--- src/rtl/muldiv_unit.sv ---
// Iterative MIPS multiply/divide unit with architectural HI/LO registers.
// One shift-add (multiply) or restoring-divide step per cycle; results carry sign fix-up.
module muldiv_unit #(
    parameter int WIDTH = 32
) (
    input  logic             clk,
    input  logic             rst,
    input  logic             start,
    input  logic [1:0]       op,
    input  logic [WIDTH-1:0] a,
    input  logic [WIDTH-1:0] b,
    input  logic             hi_we,
    input  logic             lo_we,
    input  logic [WIDTH-1:0] wd,
    output logic             busy,
    output logic             done,
    output logic             div_by_zero,
    output logic [WIDTH-1:0] hi,
    output logic [WIDTH-1:0] lo
);

    localparam int CW = $clog2(WIDTH + 1);

    typedef enum logic [1:0] {
        S_IDLE,
        S_CALC,
        S_DONE
    } state_t;

    state_t             state;
    state_t             state_nx;
    logic [CW-1:0]      cnt;
    logic               is_div;
    logic               neg_res;
    logic               neg_rem;
    logic [WIDTH-1:0]   mag_b;
    logic [2*WIDTH-1:0] acc;

    logic               launch;
    logic               finish;
    logic               wr_ok;

    logic               a_neg;
    logic               b_neg;
    logic [WIDTH-1:0]   a_mag;
    logic [WIDTH-1:0]   b_mag;

    logic [WIDTH:0]     mul_sum;
    logic [2*WIDTH-1:0] mul_nx;
    logic [WIDTH:0]     div_sh;
    logic               div_ge;
    logic [WIDTH-1:0]   div_sub;
    logic [2*WIDTH-1:0] div_nx;
    logic [2*WIDTH-1:0] acc_nx;
    logic [2*WIDTH-1:0] prod_neg;
    logic [WIDTH-1:0]   quo;
    logic [WIDTH-1:0]   rem;
    logic [WIDTH-1:0]   res_hi;
    logic [WIDTH-1:0]   res_lo;
    logic               zero_div;

    always_ff @(posedge clk or posedge rst) begin
        if (rst) begin
            state <= S_IDLE;
        end else begin
            state <= state_nx;
        end
    end

    always_comb begin
        state_nx = state;
        launch   = 1'b0;
        finish   = 1'b0;
        wr_ok    = 1'b0;
        unique case (state)
            S_IDLE, S_DONE: begin
                wr_ok = 1'b1;
                if (start) begin
                    launch   = 1'b1;
                    state_nx = S_CALC;
                end else begin
                    state_nx = S_IDLE;
                end
            end
            S_CALC: begin
                if (cnt == CW'(1)) begin
                    finish   = 1'b1;
                    state_nx = S_DONE;
                end
            end
            default: state_nx = S_IDLE;
        endcase
    end

    // Operand magnitudes; the most-negative value maps onto itself, which is the correct unsigned magnitude.
    always_comb begin
        a_neg = op[0] & a[WIDTH-1];
        b_neg = op[0] & b[WIDTH-1];
        a_mag = a_neg ? -a : a;
        b_mag = b_neg ? -b : b;
    end

    always_comb begin
        mul_sum = {1'b0, acc[2*WIDTH-1:WIDTH]} + (acc[0] ? {1'b0, mag_b} : '0);
        mul_nx  = {mul_sum, acc[WIDTH-1:1]};

        div_sh  = {acc[2*WIDTH-1:WIDTH], acc[WIDTH-1]};
        div_ge  = div_sh >= {1'b0, mag_b};
        div_sub = div_sh[WIDTH-1:0] - mag_b;
        div_nx  = {(div_ge ? div_sub : div_sh[WIDTH-1:0]), acc[WIDTH-2:0], div_ge};

        acc_nx   = is_div ? div_nx : mul_nx;
        prod_neg = -acc_nx;
        quo      = acc_nx[WIDTH-1:0];
        rem      = acc_nx[2*WIDTH-1:WIDTH];
        zero_div = is_div && (mag_b == '0);

        if (is_div) begin
            res_lo = neg_res ? -quo : quo;
            res_hi = neg_rem ? -rem : rem;
        end else if (neg_res) begin
            res_lo = prod_neg[WIDTH-1:0];
            res_hi = prod_neg[2*WIDTH-1:WIDTH];
        end else begin
            res_lo = acc_nx[WIDTH-1:0];
            res_hi = acc_nx[2*WIDTH-1:WIDTH];
        end
    end

    always_ff @(posedge clk or posedge rst) begin
        if (rst) begin
            cnt         <= '0;
            is_div      <= 1'b0;
            neg_res     <= 1'b0;
            neg_rem     <= 1'b0;
            mag_b       <= '0;
            acc         <= '0;
            busy        <= 1'b0;
            done        <= 1'b0;
            div_by_zero <= 1'b0;
            hi          <= '0;
            lo          <= '0;
        end else begin
            busy <= (state_nx == S_CALC);
            done <= (state_nx == S_DONE);

            if (launch) begin
                is_div  <= op[1];
                neg_res <= a_neg ^ b_neg;
                neg_rem <= a_neg;
                mag_b   <= b_mag;
                acc     <= {{WIDTH{1'b0}}, a_mag};
                cnt     <= CW'(WIDTH);
            end else if (state == S_CALC) begin
                acc <= acc_nx;
                cnt <= cnt - CW'(1);
            end

            // Result load and mthi/mtlo are mutually exclusive: writes are only honoured outside CALC.
            if (finish) begin
                div_by_zero <= zero_div;
                if (!zero_div) begin
                    hi <= res_hi;
                    lo <= res_lo;
                end
            end else if (wr_ok) begin
                if (hi_we) begin
                    hi <= wd;
                end
                if (lo_we) begin
                    lo <= wd;
                end
            end
        end
    end

endmodule

--- config.mk ---
export PLATFORM = sky130hd
export DESIGN_NAME = muldiv_unit
export DESIGN_NICKNAME = d
export VERILOG_FILES = /design/src/rtl/muldiv_unit.sv
export SDC_FILE = /design/constraint.sdc
export NUM_CORES = 1
export LEC_CHECK = 0
export BUFFER_PORTS_ARGS = -buffer_cell sky130_fd_sc_hd__buf_2
export CORE_MARGIN = 4
export CORE_UTILIZATION = 65
export CTS_BUF_LIST = sky130_fd_sc_hd__clkbuf_8
export CTS_CLUSTER_SIZE = 12
export DETAILED_ROUTE_END_ITERATION = 10
export PLACE_DENSITY = 0.87
export SLEW_MARGIN = 20
export SYNTH_ARGS = -nofsm -noshare
export SYNTH_HDL_FRONTEND = slang
export SYNTH_SLANG_ARGS = --single-unit
--- constraint.sdc ---
create_clock -name clk -period 8.6 [get_ports clk]
set_input_delay 1.72 -clock clk [delete_from_list [all_inputs] [get_ports clk]]
set_output_delay 1.72 -clock clk [all_outputs]
set_load 0.01 [all_outputs]
# After elaboration in Yosys (flattened, before gate mapping)
# Index checks and enable logic that the tools add are counted.
# word_totals
inputBits	103
romBits	0
regBits	174
latchBits	0
memories	0
mem_bits_rw	0
out_inout_bits	67
wordCells	71
# op_classes
eq_ne	6
div	0
reduce_logical	10
muxes	31
n_lt_le_gt_ge	1
shifts	0
mul	0
n_addsub	8
bitwise_logic	3
# ops
cell	n
32-bit two-way mux	18
64-bit two-way mux	3
32-bit negator	4
64-bit negator	1
32-bit by 32-bit adder with 33-bit output	1
33-bit by 32-bit >= comparator with 1-bit output	1
32-bit zero test	1
32-bit subtractor	1
6-bit two-way mux	2
2-bit nonzero test	4
6-bit by 1-bit equality test with 1-bit output, second input constant	1
1-bit two-way mux	6
3-bit AND reduction	2
6-bit by 1-bit subtractor with 6-bit output, second input constant	1
2-bit by 1-bit equality test with 1-bit output, second input constant	2
2-bit equality test, second input constant	2
2-bit one-hot mux with 2 select lines	1
1-bit bitwise AND	2
2-bit zero test	1
2-bit two-way mux	1
2-bit != test, second input constant	1
2-bit OR reduction	1
1-bit logical AND	1
1-bit XOR	1

# Longest topological paths before layout
# Gate-level depths: netlist (run 1).
# depth
ltp_word	8
mapped_depth	23
mapped_depth_nobuf	21

# Worst setup path before layout (run 1)
# OpenSTA, ideal clock, no wires.
# synth_path
path_kind	register to register
from	register mag_b[4]
to	register hi[24]
path_stages_with_launch	22
t_required_ps	8458
t_arrival_ps	4504
setup_time_ps	142
path_buffers	0
setup_slack_ps	3954
synth_period_minus_slack_ps	4646
path_cell_list	dfrtp_1 > inv_1 > ha_1 > a21o_1 > a31o_4 > o211ai_4 > a211o_4 > o2111ai_1 > and2_1 > inv_1 > ha_1 > o211ai_1 > or2_1 > or3_1 > or2_1 > nor3_1 > nand2b_1 > a21boi_2 > o21ai_1 > a21oi_1 > xnor2_1 > o221ai_1
# synth_via
elab_chain_cells	8
elab_cells_between_ends	17
cone_classes	4 x add/sub; 1 x order compare; 1 x eq/ne; 8 x mux; 3 x reduce/logical
# synth_lines
item	line_no	rtl
from (decl)	36	logic [WIDTH-1:0] mag_b;
from (signal assigned)	151	mag_b <= b_mag;
32-bit two-way mux, or another cell as far along	104	mul_sum = {1'b0, acc[2*WIDTH-1:WIDTH]} + (acc[0] ? {1'b0, mag_b} : '0);
32-bit by 32-bit adder with 33-bit output / 32-bit two-way mux (equally long branches)	104, 110	
64-bit two-way mux	112	acc_nx = is_div ? div_nx : mul_nx;
64-bit negator / 32-bit negator (equally long branches)	113, 120	
32-bit two-way mux, on equally long branches	121, 120	
32-bit two-way mux	118	if (is_div) begin
32-bit two-way mux	162	if (!zero_div) begin
32-bit two-way mux	160	if (finish) begin
to (signal assigned)	163	hi <= res_hi;
to (signal assigned)	168	hi <= wd;
to (decl)	18	output logic [WIDTH-1:0] hi,
# Several ways; a longest one is shown, not always the timed one. The select of a mux whose other input is x is not followed.
# A chain may end at the register's enable or synchronous reset.

# Worst setup path after layout (run 1)
# layout_path
from	register mag_b[30]
to	register hi[8]
# layout_via
elab_chain_cells	8
elab_cells_between_ends	14
cone_classes	2 x add/sub; 1 x order compare; 1 x eq/ne; 7 x mux; 3 x reduce/logical
# layout_lines
item	line_no	rtl
33-bit by 32-bit >= comparator with 1-bit output	108	div_ge = div_sh >= {1'b0, mag_b};
32-bit two-way mux	110	div_nx = {(div_ge ? div_sub : div_sh[WIDTH-1:0]), acc[WIDTH-2:0], div_ge};
64-bit two-way mux	112	
64-bit negator / 32-bit negator (equally long branches)	113, 120	
32-bit two-way mux, on equally long branches	121, 120	
32-bit two-way mux	118	
32-bit two-way mux	162	
32-bit two-way mux	160	
# Several ways; a longest one is shown, not always the timed one. The select of a mux whose other input is x is not followed.

==> metrics.txt, run 1 <==
leading area contributor after synthesis=dfrtp_1; clock root buffer=clkbuf_8; die width=162 um; global route overflow=0; top cells by area, synth=dfrtp_1 (28%), nand2_1 (6.8%), ha_1 (5.7%); IO Pins=170; post-route ant nets=0; Critical Path End Type=flip-flop; most common cell in the netlist=nand2_1; Fill cells=1793; port bufs=169; H-tree levels=4; Yosys warning total=0; setup violators final=0; Clock Path Buffers=2; TritonCTS clock tree=done; CTS Sinks=174; Worst Hold Slack=0.501 ns; Layout Nets=2233; synth cell count leaders=nand2_1 (279), dfrtp_1 (174), nor2_1 (165), a21oi_1 (153), o21ai_0 (149); CORE AREA=22900 um^2; fmax=165 MHz; # rows=55; number of synthesized flops with an enable pin=0; Final Hold Vio Count=0; RSZ-0062 raised after global routing=false; post-synthesis instance total=1954; post-synthesis sequential area ratio=28.4%; CP required=9.00 ns; MaxCap Viol Count=0; largest net degree at the start of global routing=67; fin crit share=70.3%; Worst-path clk slew=about 0.12 ns; Max FO, Critical Path=6; most common flop cell mapped by yosys=dfrtp_1; # diodes=0; post_cts resized=0; DRT iter0 DRCs=2170; status=finished, final reports clean; Routed Wire Length=54400 um; die area=26100 um^2; initial core utilization=66.9%; first-pass GRT wire length=between 80000 and 90000 um; Setup Fix Bufs, Post-CTS=0; Worst Skew=0.0303 ns; drc violations=0; routed len/inst=22.8 um; share of the synthesized area in the top cell type=roughly 28%; arrival time at the worst endpoint=6.44 ns; Post-Syn Area=roughly 15000 um^2; Fin Setup TNS=0 ns; Worst Setup Path Type=reg -> reg; final worst path period need=6.05 ns; nature of the critical path startpoint=flip-flop; syn_nets=between 2000 and 2500; area of placed instances=roughly 16000 um^2; Final Max Slew Viols=0; Area growth syn-to-layout=9.02%; post-synth cell types=91; first-pass iteration count of the detailed router=8; CTS Hold Bufs=0; Skew-Pair Late Insertion Delay=0.49 ns; placer congestion estimate=1.09; initial antenna violation count=1; path type of the worst min-delay path=reg -> reg; GR Util All Layers=40.3%; cts bufs inserted=17; Async SR Flop Fraction=100%; Cell Count Post-Placement=2352; vias in the first global route=14812; Avg Vias per Cell=6.86; Seq cells post-synth=174; Die Y-Extent=162 um; post-route cell area=roughly 17000 um^2; Worst Tran Pin Value=1.18 ns; HPWL Detailed=42300 um; layout cells sized above 1=about an eighth; Syn Area/Cell=7.84 um^2; Vias=16365; Slew HR=21.1%; final non-filler cell total=2384
## area by class of cell
| cell class | count | area, um^2 | share of cell area, % |
|---|---|---|---|
| Clock buffer | 17 | 234 | 1.40 |
| Clock inverter | 15 | 185 | 1.11 |
| Inverter | 68 | 260 | 1.56 |
| Multi-Input combinational cell | 1613 | 10300 | 61.8 |
| Sequential cell | 174 | 4360 | 26.1 |
| Tap cell | 313 | 392 | 2.34 |
| Timing Repair Buffer | 184 | 958 | 5.74 |
## path summary, 6_finish.rpt
kind | startpoint | end | slack, ns | depth (start not counted)
max | mag_b[30] | hi[8] | 2.55 | 21
min in group asynchronous | rst | lo[17] | 1.24 | 2
min | hi[6] | hi[6] | 0.50 | 2
min reg2reg | hi[6] | hi[6] | 0.50 | 2
max in group asynchronous | rst | is_div | 6.11 | 3
max reg2reg | mag_b[30] | hi[8] | 2.55 | 21
## sequential cells by signal, summed over array words and instances, names as in the netlist
| register | cells |
|---|---|
| acc | 64 |
| hi | 32 |
| lo | 32 |
| mag_b | 32 |
| cnt | 6 |
| state | 2 |
| busy | 1 |
| div_by_zero | 1 |
| done | 1 |
| is_div | 1 |
| neg_rem | 1 |
| neg_res | 1 |
## cell usage in the layout, fill, tap and decap left out, types with 17 or more instances in the layout
master	count
o21ai_0	148
o221ai_1	40
clkbuf_8	17
xor2_1	79
o211ai_1	21
xnor2_1	84
mux2i_1	42
inv_1	66
nor2_1	164
a21oi_1	153
nor3_1	53
nor4_1	21
dfrtp_1	173
and2_1	46
nand4_1	25
nand3_1	33
nand2b_1	19
nand2_1	279
a21o_1	28
and3_1	23
ha_1	70
a31oi_1	40
o21a_1	22
buf_2	169
## metal layers
layer | wire length [um] | part of all wire (%) | vias to the layer above | global-route usage [%]
li1 | - | - | 7293 | -
met1 | 22400 | 41 | 7782 | 58.7
met2 | 23100 | 42 | 1164 | 58.9
met3 | 7170 | 13 | 124 | 10.8
met4 | 1710 | 3.1 | 2 | 12.3
met5 | 7 | 0.013 | - | 0
## cell families after synthesis
kind of cell / share of synthesized area [%]
AOI/OAI and AO/OA: 26.1
buffers and inverters: 4.49
muxes: 3.11
xor gates and xnor gates: 9.32
adders and majority gates: 5.98
and+or+nand+nor: 22.6
DFF: 28.4
## stage by stage
| step | util (%) | setup slack (ns) |
|---|---|---|
| 2_1_floorplan | - | 2.16 |
| 3_3_place_gp | 71.0 | 2.87 |
| 3_5_place_dp | 71.0 | 2.79 |
| 4_1_cts | 72.9 | 2.76 |
| 5_1_grt | 72.9 | 2.31 |
| 6_report | 72.9 | 2.55 |
## worst max-delay path, cell delays in order, from the launching register on
cell       delay (ns)
dfrtp_1          0.51
inv_1            0.09
ha_1             0.36
a21o_1           0.18
a211oi_1         0.38
o21a_1           0.24
and2_1           0.26
o2111ai_1        0.36
and2_1           0.31
inv_1            0.13
ha_1             0.22
o211ai_1         0.11
or2_1            0.31
or3_1            0.47
or2_1            0.29
nor3_1           0.32
nand2b_1         0.30
a21boi_2         0.36
o21ai_1          0.20
xor2_1           0.25
nand2_1          0.13
a31oi_1          0.20
Power of run 1 is left out: the tool's default activity adds up to more than one toggle a clock period on the data nets, which glitch-free logic cannot reach.
==> run 2: changes to the inputs <==
Settings changed: CORE_UTILIZATION 65 to 62, PLACE_DENSITY 0.87 to 0.84.
Clock period 8.6 ns to 5.6 ns, I/O delays scaled along.
==> run 2 against run 1 <==
Net effect: first-iteration DRC count grew 19%; flip-flop and latch count is the same; clock skew shrank 0.0045 ns; register-to-register slack worse by 2.3 ns; utilization fell by 3.1 points; largest cell class unchanged.
==> metrics.txt, run 2 (synthesis results as in run 1) <==
Sequential Area=4360 um^2 (unchanged); path type of the worst min-delay path=reg -> reg; Vias=16705 (+2.1%); global route overflow=0 (unchanged); vias in the first global route=15127 (+2.1%); Routed Wire Length=58400 um (+7.3%); Clock Path Buffers=2 (unchanged); Worst path most repeated cell=nand2_1; DRT iter0 DRCs=2579 (+19%); Avg Vias per Cell=6.88 (+0.19%); hold_sp=hi[21]; Final Max Slew Viols=0 (unchanged); area of the multi-input gates=10300 um^2 (+0.21%); fmax=187 MHz (+13%); initial core utilization=63.0% (-3.9 points); RSZ-0062 raised after global routing=false; routed len/inst=24.0 um (+5.4%); FF-to-FF path depth=21 (unchanged); CP required=6.01 ns (-2.99 ns); nature of the critical path startpoint=flip-flop; setup violators final=0 (unchanged); crit path max-delay cell type=ha_1; IO Pins=170 (unchanged); Layout Nets=2265 (+1.4%); die width=165 um (+2.3%); Die Y-Extent=165 um (+2.3%); Biggest register=acc; Largest register FFs=64 (unchanged); HPWL Detailed=45400 um (+7.3%); Final Hold Vio Count=0 (unchanged); CTS Sinks=174 (unchanged); final setup margin=0.252 ns (-2.30 ns); Worst Hold End=hi[21]; crit path launch=mag_b[10]; arrival time at the worst endpoint=5.76 ns (-0.68 ns); Fill cells=1927 (+7.5%); Setup WS pre-CTS=0.149 ns (-2.64 ns); drc violations=0 (unchanged); Max FO, Critical Path=8 (+2); Worst Skew=0.0258 ns (-0.00455 ns); fin crit share=95.5% (+25 points); Skew-Pair Late Insertion Delay=0.50 ns (about the same); clock root buffer=clkbuf_8; Critical Path End Type=flip-flop; MaxCap Viol Count=0 (unchanged); first-pass GRT wire length=87300 um (+4.4%); Worst Setup Path Type=reg -> reg; R2R Setup Slk=0.25 ns (-2.30 ns); H-tree levels=4 (unchanged); CORE AREA=24300 um^2 (+6.1%); post-route ant nets=0 (unchanged); Area growth syn-to-layout=10.8%; CP Cell Sequence=inv_1 > ha_1 > nand2_1 > nor3_2 > o211ai_4 > a211oi_4 > a211oi_2 > mux2i_1 > a21boi_0 > inv_1 > ha_1 > nand2_1 > o41ai_2 > buf_4 > nand3_1 > buf_4 > nor4_1 > o21ai_0 > xor2_1 > nand2_1 > a31oi_1; FF-to-FF End=hi[10]; port bufs=169 (unchanged); Core Util, Final=69.8% (-3.1 points); first-pass iteration count of the detailed router=7 (-1); Largest stage delay, worst path=0.47 ns (-0.04 ns); commonest non-fill, non-tap cell in the layout=nand2_1; hold depth=2 (unchanged); cts bufs inserted=17 (unchanged); GR Util All Layers=41.6% (+1.3 points); Setup Fix Bufs, Post-CTS=0 (unchanged); # rows=57 (+3.6%); Fin Setup TNS=0 ns (unchanged); CTS Hold Bufs=0 (unchanged); TritonCTS clock tree=done; die area=27300 um^2 (+4.6%); Slew HR=34.4% (+13 points); Worst-path clk slew=0.11 ns (about the same); layout cells sized above 1=14.7% (+1.5 points); worst reg2reg startpoint=mag_b[10]; final worst path period need=5.35 ns (-0.700 ns); largest net degree at the start of global routing=175 (+160%); most frequent cells in the layout=nand2_1 (279), dfrtp_1 (173), buf_2 (169); Worst Tran Pin Value=0.984 ns (-0.200 ns); initial antenna violation count=4 (+3); placer congestion estimate=1.08 (-0.33%); status=finished, final reports clean
## run 2: cell count changes in the layout (fill, tap and decap cells not counted), moves of 3 or more
cell / change
buf_4: +30
inv_6: -5
inv_8: +5
clkinv_8: -3
## run 2: critical path: cells and delay by family, from the launching register on
kind | cells | cell delay (ns)
AOI/OAI and AO/OA | 7 | 1.81
xor gates and xnor gates | 1 | 0.24
adders and majority gates | 2 | 0.69
buffers and inverters | 4 | 0.66
DFF | 1 | 0.44
muxes | 1 | 0.34
and+or+nand+nor | 6 | 1.08
## run 2: worst max path at each step
stage	slack [ns]	cells after the start	endpoint
CTS	0.07	21	hi[24]
global route	0.008	21	hi[24]
global placement	0.37	21	hi[24]
finish	0.25	21	hi[10]
floorplan	0.95	21	hi[24]
detailed placement	0.15	21	hi[24]
## run 2: layer usage
layer,track usage (%),up-vias,wire length [um]
li1,-,7340,-
met1,60.1,7916,24000
met2,60.3,1271,24200
met3,11.1,176,7680
met4,14.1,2,2430
met5,0,-,13
## run 2: stage by stage
stage / cell area [um^2] / hold slack, ns / instances
6_report: 17000 / 0.495 / 2429
5_1_grt: 17000 / 0.520 / 2427
4_1_cts: 16900 / 0.498 / 2427
3_5_place_dp: 16600 / 0.468 / 2395
3_3_place_gp: 16600 / 0.461 / 2395
2_1_floorplan: 15300 / 0.449 / 1954
## run 2: timing repair
item,in CTS,in global routing
endpoints found under the hold margin,0,0
resized for setup,0,6
endpoints found under the setup margin,0,12
## run 2: cell type report
| class | instances | area share (%) |
|---|---|---|
| Multi-Input combinational cell | 1613 | 60.9 |
| Clock inverter | 15 | 0.906 |
| Sequential cell | 174 | 25.7 |
| Tap cell | 324 | 2.39 |
| Antenna cell | 2 | 0.0295 |
| Timing Repair Buffer | 216 | 7.21 |
| Clock buffer | 17 | 1.38 |
| Inverter | 68 | 1.53 |
Power of run 2 is left out for the same reason.
